--- src/rtl/ads1675_decim_avg.sv ---
// Boxcar decimator for the ADS1675 capture path: averages 2^LOG2_N samples
// into one and buffers results in a small FIFO with overflow accounting.
module ads1675_decim_avg #(
    parameter int DW         = 24,
    parameter int LOG2_N     = 3,
    parameter int FIFO_DEPTH = 4
) (
    input  logic          sclk,
    input  logic          areset_n,
    input  logic          en,
    input  logic [DW-1:0] in_data,
    input  logic          in_valid,
    output logic [DW-1:0] m_data,
    output logic          m_valid,
    input  logic          m_ready,
    output logic          ovf,
    output logic [15:0]   ovf_cnt
);

    localparam int AW = DW + LOG2_N;
    localparam int CW = (LOG2_N > 0) ? LOG2_N : 1;
    localparam int N  = 1 << LOG2_N;
    localparam int PW = $clog2(FIFO_DEPTH);

    logic signed [AW-1:0] acc;
    logic signed [AW-1:0] in_ext;
    logic signed [AW-1:0] sum;
    logic signed [AW-1:0] sum_shr;
    logic [CW-1:0]        cnt;
    logic                 accept;
    logic                 group_done;
    logic [DW-1:0]        result;

    assign accept     = en & in_valid;
    assign in_ext     = AW'($signed(in_data));
    assign sum        = acc + in_ext;
    // Floor-rounded mean; the mean of in-range samples always fits in DW bits.
    assign sum_shr    = sum >>> LOG2_N;
    assign result     = sum_shr[DW-1:0];
    assign group_done = accept && (cnt == CW'(N - 1));

    always_ff @(posedge sclk) begin
        if (!areset_n) begin
            acc <= '0;
            cnt <= '0;
        end else if (accept) begin
            if (group_done) begin
                acc <= '0;
                cnt <= '0;
            end else begin
                acc <= sum;
                cnt <= cnt + CW'(1);
            end
        end
    end

    // Stream handshake: a result transfers on any rising edge with m_valid and
    // m_ready both high; m_valid never drops and m_data never changes until then.
    logic [DW-1:0] mem [FIFO_DEPTH];
    logic [PW-1:0] wr_ptr;
    logic [PW-1:0] rd_ptr;
    logic [PW:0]   count;
    logic          full;
    logic          pop;
    logic          wr_en;
    logic          drop;

    assign full    = (count == (PW+1)'(FIFO_DEPTH));
    assign m_valid = (count != '0);
    assign m_data  = mem[rd_ptr];
    assign pop     = m_valid & m_ready;
    assign wr_en   = group_done & (~full | pop);
    assign drop    = group_done & full & ~pop;

    always_ff @(posedge sclk) begin
        if (!areset_n) begin
            wr_ptr <= '0;
            rd_ptr <= '0;
            count  <= '0;
            for (int i = 0; i < FIFO_DEPTH; i++) begin
                mem[i] <= '0;
            end
        end else begin
            if (wr_en) begin
                mem[wr_ptr] <= result;
                wr_ptr      <= wr_ptr + PW'(1);
            end
            if (pop) begin
                rd_ptr <= rd_ptr + PW'(1);
            end
            case ({wr_en, pop})
                2'b10:   count <= count + (PW+1)'(1);
                2'b01:   count <= count - (PW+1)'(1);
                default: count <= count;
            endcase
        end
    end

    always_ff @(posedge sclk) begin
        if (!areset_n) begin
            ovf     <= 1'b0;
            ovf_cnt <= '0;
        end else if (drop) begin
            ovf <= 1'b1;
            if (ovf_cnt != 16'hFFFF) begin
                ovf_cnt <= ovf_cnt + 16'd1;
            end
        end
    end

endmodule

--- config.mk ---
export PLATFORM = sky130hd
export DESIGN_NAME = ads1675_decim_avg
export DESIGN_NICKNAME = d
export VERILOG_FILES = /design/src/rtl/ads1675_decim_avg.sv
export SDC_FILE = /design/constraint.sdc
export NUM_CORES = 1
export LEC_CHECK = 0
export ABC_AREA = 0
export ABC_CLOCK_PERIOD_IN_PS = 2750
export BUFFER_PORTS_ARGS = -buffer_cell sky130_fd_sc_hd__buf_2
export CAP_MARGIN = 20
export CORE_MARGIN = 2
export CORE_UTILIZATION = 54
export DETAILED_ROUTE_END_ITERATION = 10
export PLACE_DENSITY = 0.81
export SLEW_MARGIN = 25
export SYNTH_ARGS = -nofsm -noshare
export SYNTH_HDL_FRONTEND = slang
export SYNTH_SLANG_ARGS = --single-unit
--- constraint.sdc ---
create_clock -name sclk -period 2.75 [get_ports sclk]
set_input_delay 0.275 -clock sclk [delete_from_list [all_inputs] [get_ports sclk]]
set_output_delay 0.275 -clock sclk [all_outputs]
set_load 0.03 [all_outputs]
Yosys cells after proc, flatten, opt, wreduce, memory -nomap -nowiden. Memories as Yosys holds them, arrays and structs flattened. A register that Yosys moved wholly into a read port is not among the register bits. Cells that the tools add are included.

Add/sub/neg operators: 7. $mul: 0. Div/mod/pow operators: 0. Magnitude comparators: 0. Equal/unequal tests: 5. Shift-type cells: 0. Mux-type cells: 12. Bitwise operators: 8. Reductions and logical operators: 5.

Operators with widths (count): $add A27 B24 Y27 (1); $mux W27 (1); $mux W24 (1); $reduce_or A24 Y1 (1); $add A16 B1 Y16 const B (1); $ne A16 B16 Y1 const B (1); $add A3 B1 Y3 const B (2); $eq A3 B3 Y1 const B (2); $mux W2 (3); $pmux W3 S2 (1); $and A1 B1 Y1 (5); $mux W1 (5); $add A2 B1 Y2 const B (2); $mux W3 (1); $reduce_bool A3 Y1 (1); $sub A3 B1 Y3 const B (1); $eq A2 B1 Y1 const B (1); $eq A2 B2 Y1 const B (1); $not A1 Y1 (2); $reduce_and A2 Y1 (1); $reduce_bool A2 Y1 (1); $logic_and A1 B1 Y1 (1); $or A1 B1 Y1 (1).

Register bits after elaboration: 54. Latch bits: 0. Memory bits (writable): 96. Memory bits (read-only): 0. Input port bits: 29. Word-level logic and storage cells: 45. Memories: 1.

Memories: mem (depth 4, width 24, read ports 1, clocked after Yosys merged registers in 1, write ports 4, line 59) `logic [DW-1:0] mem [FIFO_DEPTH];`.

Longest topological paths before layout. Gate-level depths: netlist (run 1).

Depth after elaboration: 9. Depth in mapped cells: 12.

Worst setup path before layout (run 1). Ideal clock, no wire load.

Kind: reg-to-reg. Start point: reg cnt[0]. End point: mem mem[0][0] (enable). Setup time: 0.381 ns. Arrival time: 2.540 ns. Required time: 2.369 ns. Slack: -0.171 ns. Stages on the path, launching flop included: 11. Path buffers: 3. Clock period less this slack: 2.921 ns. Path through: dfxtp_1 > ha_1 > ha_1 > clkbuf_1 > nand2_1 > nor2_1 > nand2_1 > or3_1 > clkbuf_1 > clkbuf_1 > nand2_1.

RTL lines: start, declared (line 29) `logic [CW-1:0] cnt;`; start signal, assigned (line 52) `cnt <= cnt + CW'(1);`; end, declared (line 59).

Final worst setup path (run 1).
Start point: reg acc[0]. End point: reg acc[26].

Word-level cells in the longest chain between the ends: 2.

RTL lines: start, declared (line 25) `logic signed [AW-1:0] acc;`; start signal, assigned (line 51) `acc <= sum;`; $add A27 B24 Y27 (line 36) `assign sum = acc + in_ext;`; $mux W27 (line 47) `if (group_done) begin`.

No other way between the ends. A chain may end at the register's enable or synchronous reset.

==> results of run 1 <==
## synth_stat cells (3+ instances only)
cell | count | share of area (%)
a211o_1 | 4 | 0.45
or3_1 | 7 | 0.57
dfxtp_1 | 56 | 15
ha_1 | 30 | 4.9
mux4_2 | 24 | 7.0
and3_2 | 3 | 0.29
a21oi_1 | 48 | 3.1
and3_1 | 10 | 0.81
xnor2_1 | 14 | 1.6
buf_1 | 3 | 0.15
nor3_1 | 19 | 1.2
nor2_1 | 143 | 7.0
edfxtp_1 | 96 | 37
inv_1 | 16 | 0.78
nand2_1 | 40 | 1.9
a21o_1 | 9 | 0.88
and2_1 | 7 | 0.57
o211ai_1 | 3 | 0.29
a2bb2oi_1 | 8 | 0.91
mux2i_1 | 5 | 0.65
nand3b_1 | 3 | 0.29
clkbuf_1 | 30 | 1.5
nand3_1 | 23 | 1.5
nor2b_1 | 3 | 0.24
o31ai_1 | 3 | 0.29
o21ai_0 | 22 | 1.4
xor2_1 | 21 | 2.4
nand4_1 | 7 | 0.57
o21bai_1 | 5 | 0.49
## power breakdown
group	internal, mW	total [mW]	switching [mW]
clock network	1.44	2.39	0.946
logic	0.327	0.827	0.500
registers	2.50	2.53	0.0339
## worst reg2reg max path: stages (launching register included)
cell      delay [ns]
dfxtp_2         0.34
ha_4            0.16
fa_2            0.34
a21o_2          0.21
a221o_1         0.35
o221ai_2        0.28
nand2_2         0.08
a41o_1          0.27
or4_1           0.52
a31oi_1         0.16
## worst max-delay path by stage
stage | slack, ns | cells after the start | startpoint | end
global route | -0.14 | 9 | acc[0] | acc[26]
detailed placement | -0.23 | 11 | in_data[0] | mem[1][23]
CTS | -0.05 | 9 | acc[0] | acc[26]
finish | -0.05 | 9 | acc[0] | acc[26]
global placement | -0.17 | 11 | in_data[0] | mem[0][23]
floorplan | 0.05 | 10 | cnt[0] | mem[1][0]
## state kept, by name, indices dropped and copies added, names as in the netlist, named ones only
| signal | count |
|---|---|
| mem | 96 |
| ovf | 1 |
| ovf_cnt | 16 |
| rd_ptr | 2 |
| count | 3 |
| acc | 27 |
| wr_ptr | 2 |
| cnt | 3 |
## routing by layer
| layer | GRT usage [%] | up-vias | wire length [um] |
|---|---|---|---|
| met5 | 0 | - | 0 |
| met3 | 5.81 | 39 | 1200 |
| li1 | - | 2816 | - |
| met4 | 10.7 | 0 | 446 |
| met2 | 42.9 | 239 | 9230 |
| met1 | 31.7 | 2886 | 7730 |
## timing repair
action,CTS,global route
endpoints found under the setup margin,29,54
pin swaps,11,11
gates resized for setup,11,13
setup buffers,2,5
## through the flow
stage          total power, mW  worst slack [ns]  instance area [um^2]  hold WS, ns
2_1_floorplan             3.06            0.0526                  7710        0.436
3_3_place_gp              3.32            -0.168                  8440        0.443
3_5_place_dp              3.34            -0.227                  8440        0.454
4_1_cts                   5.72           -0.0501                  9110        0.271
6_report                  5.74           -0.0508                  9220        0.294
5_1_grt                   5.94            -0.137                  9220        0.316
## cell type report
type / count / share of cell area (%)
clock buffers: 19 / 4.70
multi-input cells: 511 / 39.2
flip-flops and latches: 152 / 43.4
repair buffers: 118 / 7.71
inverters: 17 / 0.692
well taps: 180 / 2.44
clock inverters: 13 / 1.85
## logic make-up after synthesis
group                      after synthesis  share of synthesized area, %
and+or+nand+nor                        280                          16.4
muxes                                   29                          7.66
AOI/OAI and AO/OA                      135                          11.8
DFF                                    152                          52.0
xor gates and xnor gates                35                          3.98
adders and majority gates               32                          5.39
buffers and inverters                   52                          2.79
==> results.md, run 1 <==
* Status: finished, violations left
* Failing checks: negative setup slack
* Final ANT Viol Nets at 0
* CTS clock-pin slew for the worst setup and hold paths at 0.06 ns
* Finished Layout Cells at 1,010
* YS warnings at 0
* Wirelength, routed at 18,600 um
* Vias in the first global route at 6,033
* Most common cell after layout, fill and taps aside: nor2_1
* # IOs at 71
* CP Data Arrival Time at 3.15 ns
* Post-Place Cells at 971
* EDFF count, synth at 96
* Die area at 0.0152 mm^2
* Register area share after synthesis at 52.0%
* Depth of the CTS H-tree at 4
* Core area at 0.0139 mm^2
* Max_slew headroom at 45.8%
* Worst path slowest cell: or4_1
* First-pass GRT wire length at 29,300 um
* RSZ-0062 raised after global routing: true
* Yosys cell types at 68
* FF/Latch Area at 0.00401 mm^2
* Slew @ Worst Pin at 0.812 ns
* Global route overflow at 0
* Die span in x at 123 um
* Post-layout min period at 2.80 ns
* Fin crit share at 102%
* Synth Instances at 715
* Synth Flop Type: edfxtp_1
* Hold Path Origin: in_data[0]
* Syn nets at 776
* CTS Hold Bufs at 0
* Sum Neg Setup Slack at -0.150 ns
* CTS tree: built
* Port Buffers at 70
* Largest delay share family, worst path: compound AO/OA/AOI/OAI gates
* Multi-input logic area at 0.00361 mm^2
* Worst-Skew Late Latency at 0.43 ns
* Buffers and inverters on the worst path at 0
* Height of the die at 123 um
* Largest net degree at the start of global routing at 46
* Max stage delay on crit path at 0.52 ns
* Initial Util at 55.3%
* Post-synthesis cell area at 0.00771 mm^2
* Required @ worst endpoint at 3.10 ns
* Clk buf depth at 2
* Post-synthesis to final-layout area growth at 19.6%
* Via Count at 5,980
* Synth Register Bits at 152
* Hold crit path type: input port to flip-flop
* Critical Path End Type: flip-flop
* Power per cell area at 623 mW/mm^2
* Via density per instance at 5.92
* Final worst slack at -0.0508 ns
* Diode count at 0
* Crit-path max FO at 4
* DR DRC count at 0
* GRT Resource Usage Total at 25.5%
* Reg-to-Reg End: acc[26]
* Hold Path Sink: acc[0]
* Clock Skew at 0.00618 ns
* CTS sink cnt at 152
* Worst ir drop on vdd at 460 uV
* Final nets at 878
* Final hold violation count at 0
* Post-DP HPWL at 12,300 um
* Router iterations before antenna repair at 7
* Fillers at 1,020
* FF-to-FF setup slack at -0.05 ns
* Final setup fails at 5
* Hold path cells at 4
* Clk root buf: clkbuf_16
* Achievable Freq at 0.357 GHz
* CTS buffer count at 17
* Leak at 3.79 nW
* Kind of critical path: flip-flop to flip-flop
* Initial antenna violation count at 0
* RD Place Congestion at 0.885
* Asr flop ratio synth at 0%
* R2r worst-path depth at 9
* Syn Area/Cell at 10.8 um^2
* Final Util at 66.2%
* Reg2reg start: acc[0]
* Max-Cap Viols at 0
* Initial drt markers at 508
* Most frequent cells in the layout: nor2_1, edfxtp_1, buf_2, dfxtp_1, buf_4
* Crit-path cells: ha_4 -> fa_2 -> a21o_2 -> a221o_1 -> o221ai_2 -> nand2_2 -> a41o_1 -> or4_1 -> a31oi_1
* Final Max Slew Viols at 0
* Row Count at 43
* Share of cells above drive strength 1 at 25.3%
* Drt wl/cell at 18.4 um
* Critical Path Source Type: flip-flop
(Power assumes the default switching activity.)
==> run 2, diff against run 1 <==
--- a/config.mk
+++ b/config.mk
@@ -6,14 +6,15 @@
 export NUM_CORES = 1
 export LEC_CHECK = 0
 export ABC_AREA = 0
-export ABC_CLOCK_PERIOD_IN_PS = 2750
+export ABC_CLOCK_PERIOD_IN_PS = 3600
 export BUFFER_PORTS_ARGS = -buffer_cell sky130_fd_sc_hd__buf_2
 export CAP_MARGIN = 20
 export CORE_MARGIN = 2
-export CORE_UTILIZATION = 54
+export CORE_UTILIZATION = 64
 export DETAILED_ROUTE_END_ITERATION = 10
-export PLACE_DENSITY = 0.81
+export PLACE_DENSITY = 0.9
 export SLEW_MARGIN = 25
 export SYNTH_ARGS = -nofsm -noshare
 export SYNTH_HDL_FRONTEND = slang
 export SYNTH_SLANG_ARGS = --single-unit
+export TNS_END_PERCENT = 1
==> constraint.sdc (replaced) <==
create_clock -name sclk -period 3.6 [get_ports sclk]
set_input_delay 0.36 -clock sclk [delete_from_list [all_inputs] [get_ports sclk]]
set_output_delay 0.36 -clock sclk [all_outputs]
set_load 0.03 [all_outputs]
==> run 2 against run 1 <==
  * The flow now finishes without violations
  * Highest routed layer unchanged
  * Clock skew is 0.0045 ns higher
  * Sequential power is 24% lower
  * Critical path depth stayed put
  * Total power is 27% lower
==> results.md, run 2 (same netlist as run 1, synthesis figures left out) <==
* Clock Skew at 0.0106 ns
* Height of the die at 114 um
* CTS buffer count at 17
* Leak at 3.58 nW
* Number of flip-flops in the largest register at 96
* Hold crit path type: input port to flip-flop
* Critical Path End Type: flip-flop
* Share of cells above drive strength 1 at 19.1%
* Global route overflow at 0
* Setup bufs post-CTS at 0
* Final hold violation count at 0
* Power per cell area at 479 mW/mm^2
* Status: finished, final reports clean
* DR DRC count at 0
* Required @ worst endpoint at 3.87 ns
* Largest net degree at the start of global routing at 46
* CTS tree: built
* Core area at 0.0119 mm^2
* Max-Cap Viols at 0
* # IOs at 71
* Most common cell after layout, fill and taps aside: nor2_1
* Crit-path cells: ha_1 -> fa_1 -> a21o_2 -> a221o_1 -> o221ai_2 -> nand2_2 -> o311ai_1 -> o21ai_0 -> a21oi_1
* Final ANT Viol Nets at 0
* Final nets at 842
* Final Max Slew Viols at 0
* Max_slew headroom at 48.0%
* GRT Resource Usage Total at 29.7%
* Sum Neg Setup Slack at 0 ns
* Router iterations before antenna repair at 5
* Critical Path Source Type: flip-flop
* CP Launch Point: acc[0]
* Post-synthesis to final-layout area growth at 13.5%
* Fin crit share at 83.4%
* Die span in x at 114 um
* Gr busiest metal: met2
* RD Place Congestion at 0.894
* Via density per instance at 6.25
* Hold Path Origin: in_data[0]
* Worst ir drop on vdd at 281 uV
* CTS Hold Bufs at 0
* Most frequent cells in the layout: nor2_1, edfxtp_1, buf_2, dfxtp_1, a21oi_1
* Depth of the CTS H-tree at 4
* Achievable Freq at 0.333 GHz
* RSZ-0062 raised after global routing: false
* Via Count at 5,881
* Hold Worst Slack at 0.363 ns
* Worst-Skew Late Latency at 0.43 ns
* Post-layout min period at 3.00 ns
* Buffers and inverters on the worst path at 0
* Slew @ Worst Pin at 0.779 ns
* Port Buffers at 70
* Top flop regs: mem: 96 flops, acc: 27 flops, ovf_cnt: 16 flops
* Vias in the first global route at 5,823
* Drt wl/cell at 19.3 um
* Initial antenna violation count at 1
* Most flop-heavy register: mem
* CTS sink cnt at 152
* Row Count at 40
* Clk root buf: clkbuf_16
* Diode count at 0
* Initial Util at 65.0%
* Largest delay share family, worst path: compound AO/OA/AOI/OAI gates
* Post-DP HPWL at 12,300 um
* Die area at 0.0129 mm^2
* CP Data Arrival Time at 3.27 ns
* Clk buf depth at 2
* Met1 GRT Util at 36.8%
* Wirelength, routed at 18,100 um
* Crit-path max FO at 4
* Kind of critical path: flip-flop to flip-flop
* CTS clock-pin slew for the worst setup and hold paths at 0.06 ns
* First-pass GRT wire length at 29,000 um
* Met2 Track Usage GR at 49.9%
* Worst path slowest cell: fa_1
* Met3 Resource Use GR at 8.18%
* Initial drt markers at 508
* Final setup fails at 0
* Reg2reg start: acc[0]
* Cts repair resizes at 0
* Total power at 4.19 mW
* Max stage delay on crit path at 0.43 ns
[run 2: stage by stage]
step | area, um^2 | util, % | setup WS, ns | instances
floorplan | 7710 | - | 0.679 | 715
global placement | 8180 | 69.0 | 0.600 | 909
detailed placement | 8180 | 69.0 | 0.460 | 909
CTS | 8740 | 73.7 | 0.603 | 941
global route | 8740 | 73.7 | 0.302 | 941
finish | 8740 | 73.7 | 0.599 | 941
[run 2: report_power, final]
group / total, mW / switching, mW / internal, mW
Clock: 1.73 / 0.708 / 1.02
Sequential: 1.93 / 0.0253 / 1.91
Combinational: 0.536 / 0.358 / 0.178
Total: 4.19 / 1.09 / 3.10
[run 2: area by class of cell]
class | count | area (um^2)
clock buffers | 20 | 437
clock inverters | 12 | 129
fillers | 803 | 3120
inverters | 17 | 63.8
multi-input cells | 511 | 3490
flip-flops and latches | 152 | 4000
well taps | 147 | 184
repair buffers | 82 | 440
[run 2: worst reg2reg max path, stage by stage, from the launching register on]
cell	delay (ns)
dfxtp_1	0.31
ha_1	0.21
fa_1	0.43
a21o_2	0.26
a221o_1	0.37
o221ai_2	0.27
nand2_2	0.10
o311ai_1	0.42
o21ai_0	0.27
a21oi_1	0.21
[run 2: layer usage]
| layer | vias up | part of all wire (%) |
|---|---|---|
| met1 | 2831 | 40 |
| li1 | 2743 | - |
| met2 | 260 | 50 |
| met3 | 47 | 7.4 |
| met4 | 0 | 2.7 |
| met5 | - | 0 |
[run 2: path summary, 6_finish.rpt]
path / endpoint / slack [ns] / cells after the start
max: mem[0][23] / 0.60 / 9
min reg2reg: acc[0] / 0.46 / 2
min: acc[0] / 0.36 / 4
max reg2reg: mem[0][23] / 0.60 / 9
==> run 3, diff against run 2 <==
--- a/config.mk
+++ b/config.mk
@@ -6,13 +6,13 @@
 export NUM_CORES = 1
 export LEC_CHECK = 0
 export ABC_AREA = 0
-export ABC_CLOCK_PERIOD_IN_PS = 3600
+export ABC_CLOCK_PERIOD_IN_PS = 3050
 export BUFFER_PORTS_ARGS = -buffer_cell sky130_fd_sc_hd__buf_2
 export CAP_MARGIN = 20
 export CORE_MARGIN = 2
-export CORE_UTILIZATION = 64
+export CORE_UTILIZATION = 60
 export DETAILED_ROUTE_END_ITERATION = 10
-export PLACE_DENSITY = 0.9
+export PLACE_DENSITY = 0.85
 export SLEW_MARGIN = 25
 export SYNTH_ARGS = -nofsm -noshare
 export SYNTH_HDL_FRONTEND = slang
==> constraint.sdc (replaced) <==
create_clock -name sclk -period 3.05 [get_ports sclk]
set_input_delay 0.305 -clock sclk [delete_from_list [all_inputs] [get_ports sclk]]
set_output_delay 0.305 -clock sclk [all_outputs]
set_load 0.03 [all_outputs]
==> run 3 against run 2 <==
  * Maximum frequency grew 3.2%
  * Cell count grew 3.6%
  * Final area grew 1.6%
  * Count of clock-buffer cells in the layout shrank 3
  * Register-to-register slack lost 0.46 ns
  * Total power grew 20%
  * Critical path depth is the same
  * Sequential share of layout area shrank 0.74 points
  * Critical endpoint is now acc[26]
==> results.md, run 3 (same netlist as run 1, synthesis figures left out) <==
* CTS clock-pin slew for the worst setup and hold paths at 0.06 ns
* CTS buffer count at 17
* Sequential Power Share at 45.2%
* Die span in x at 117 um
* Achievable Freq at 0.344 GHz
* Clk buf depth at 2
* First-pass GRT wire length at 28,800 um
* Largest net degree at the start of global routing at 46
* Initial drt markers at 543
* Top flop regs: mem: 96 flops, acc: 27 flops, ovf_cnt: 16 flops
* Place WS at -0.00503 ns
* Max_slew headroom at 45.6%
* Status: finished, final reports clean
* Row Count at 41
* Crit-path max FO at 4
* Worst-Skew Late Latency at 0.42 ns
* Psw at 1.33 mW
* CP Data Arrival Time at 3.25 ns
* Required @ worst endpoint at 3.39 ns
* Critical Path Source Type: flip-flop
* Final Max Slew Viols at 0
* Clk pwr share at 41.7%
* Diode count at 0
* GRT Resource Usage Total at 26.8%
* Initial antenna violation count at 0
* Clk root buf: clkbuf_16
* RSZ-0062 raised after global routing: true
* Max-Cap Viols at 0
* Worst ir drop on vdd at 420 uV
* Sw Ratio at 26.3%
* Kind of critical path: flip-flop to flip-flop
* Final hold violation count at 0
* Cell Int Power at 3.71 mW
* Global route overflow at 0
* Hold crit path type: input port to flip-flop
* Via density per instance at 5.96
* Share of cells above drive strength 1 at 20.7%
* Post-DP HPWL at 12,000 um
* Most flop-heavy register: mem
* Slew @ Worst Pin at 0.814 ns
* Post-layout min period at 2.91 ns
* FF/Latch Area at 0.00400 mm^2
* Comb power frac at 13.1%
* Final nets at 851
* Total power at 5.04 mW
* DR DRC count at 0
* Clock Skew at 0.00877 ns
* Number of flip-flops in the largest register at 96
* Worst path slowest cell: or4_1
* Final ANT Viol Nets at 0
* Fillers at 869
* Final setup fails at 0
* Leak at 3.64 nW
* Critical Path End Type: flip-flop
* Drt wl/cell at 18.3 um
* Via Count at 5,811
* Most frequent cells in the layout: nor2_1, edfxtp_1, buf_2, dfxtp_1, a21oi_1
* CTS tree: built
* Max stage delay on crit path at 0.47 ns
* # IOs at 71
* Height of the die at 117 um
* Setup bufs post-CTS at 0
* Finished Layout Cells at 975
* Vias in the first global route at 5,790
* Initial Util at 61.3%
* Fin crit share at 95.4%
* RD Place Congestion at 0.857
* Most common cell after layout, fill and taps aside: nor2_1
* CTS sink cnt at 152
* Core area at 0.0126 mm^2
* Final worst slack at 0.142 ns
* Wirelength, routed at 17,800 um
* Router iterations before antenna repair at 6
* Power per cell area at 567 mW/mm^2
* Post-Place Cells at 943
* Port Buffers at 70
* Depth of the CTS H-tree at 4
* Post-synthesis to final-layout area growth at 15.3%
* Multi-input logic area at 0.00351 mm^2
* Die area at 0.0138 mm^2
* Crit-path cells: ha_1 -> fa_1 -> a21o_2 -> a221o_1 -> o221ai_2 -> nand2_2 -> a41o_1 -> or4_1 -> a31oi_1
-- run 3: layer usage --
metal  track usage [%]  vias up  part of all wire [%]
met4              10.1        0                   2.3
met1              34.5     2799                    42
met5                 0        -                     0
met2              45.7      216                    50
li1                  -     2760                     -
met3              4.77       36                   5.8
-- run 3: repair_timing --
| action | 4_1_cts | 5_1_grt |
|---|---|---|
| hold endpoints to repair | 0 | 0 |
| endpoints found under the setup margin | 0 | 14 |
| hold buffers | 0 | 0 |
| gates resized for setup | 0 | 4 |
-- run 3: area by class of cell --
class	count	area share, %
Clock buffer	17	4.79
Clock inverter	15	1.87
Inverter	17	0.718
Multi-Input combinational cell	511	39.4
Sequential cell	152	45.0
Tap cell	172	2.42
Timing Repair Buffer	91	5.72
-- run 3: power by group through the flow --
stage	Sequential (mW)	Clock, mW	Combinational (mW)
global placement	2.32	0	0.625
finish	2.28	2.10	0.660
global route	2.29	2.21	0.720
detailed placement	2.32	0	0.640
floorplan	2.31	0	0.447
CTS	2.28	2.12	0.645
-- run 3: worst max-delay path, delay by kind of cell (launching register included) --
family,cells,cell delay [ns]
compound gates,5,1.32
fa+ha+maj,2,0.62
flops,1,0.31
simple gates,2,0.57
-- run 3: metrics by stage --
step / utilization [%] / setup TNS (ns) / hold WS (ns) / instance area, um^2
2_1_floorplan: - / 0 / 0.436 / 7710
3_3_place_gp: 65.9 / 0 / 0.442 / 8280
3_5_place_dp: 65.9 / -0.00503 / 0.458 / 8280
4_1_cts: 70.6 / 0 / 0.337 / 8870
5_1_grt: 70.7 / -0.0440 / 0.365 / 8890
6_report: 70.7 / 0 / 0.350 / 8890
-- run 3: worst paths after layout --
path,start,endpoint,slack (ns),cells after the start
hold reg to reg,acc[0],acc[0],0.46,2
hold / removal,in_data[0],acc[0],0.35,4
setup reg to reg,acc[0],acc[26],0.14,9
setup / recovery,acc[0],acc[26],0.14,9
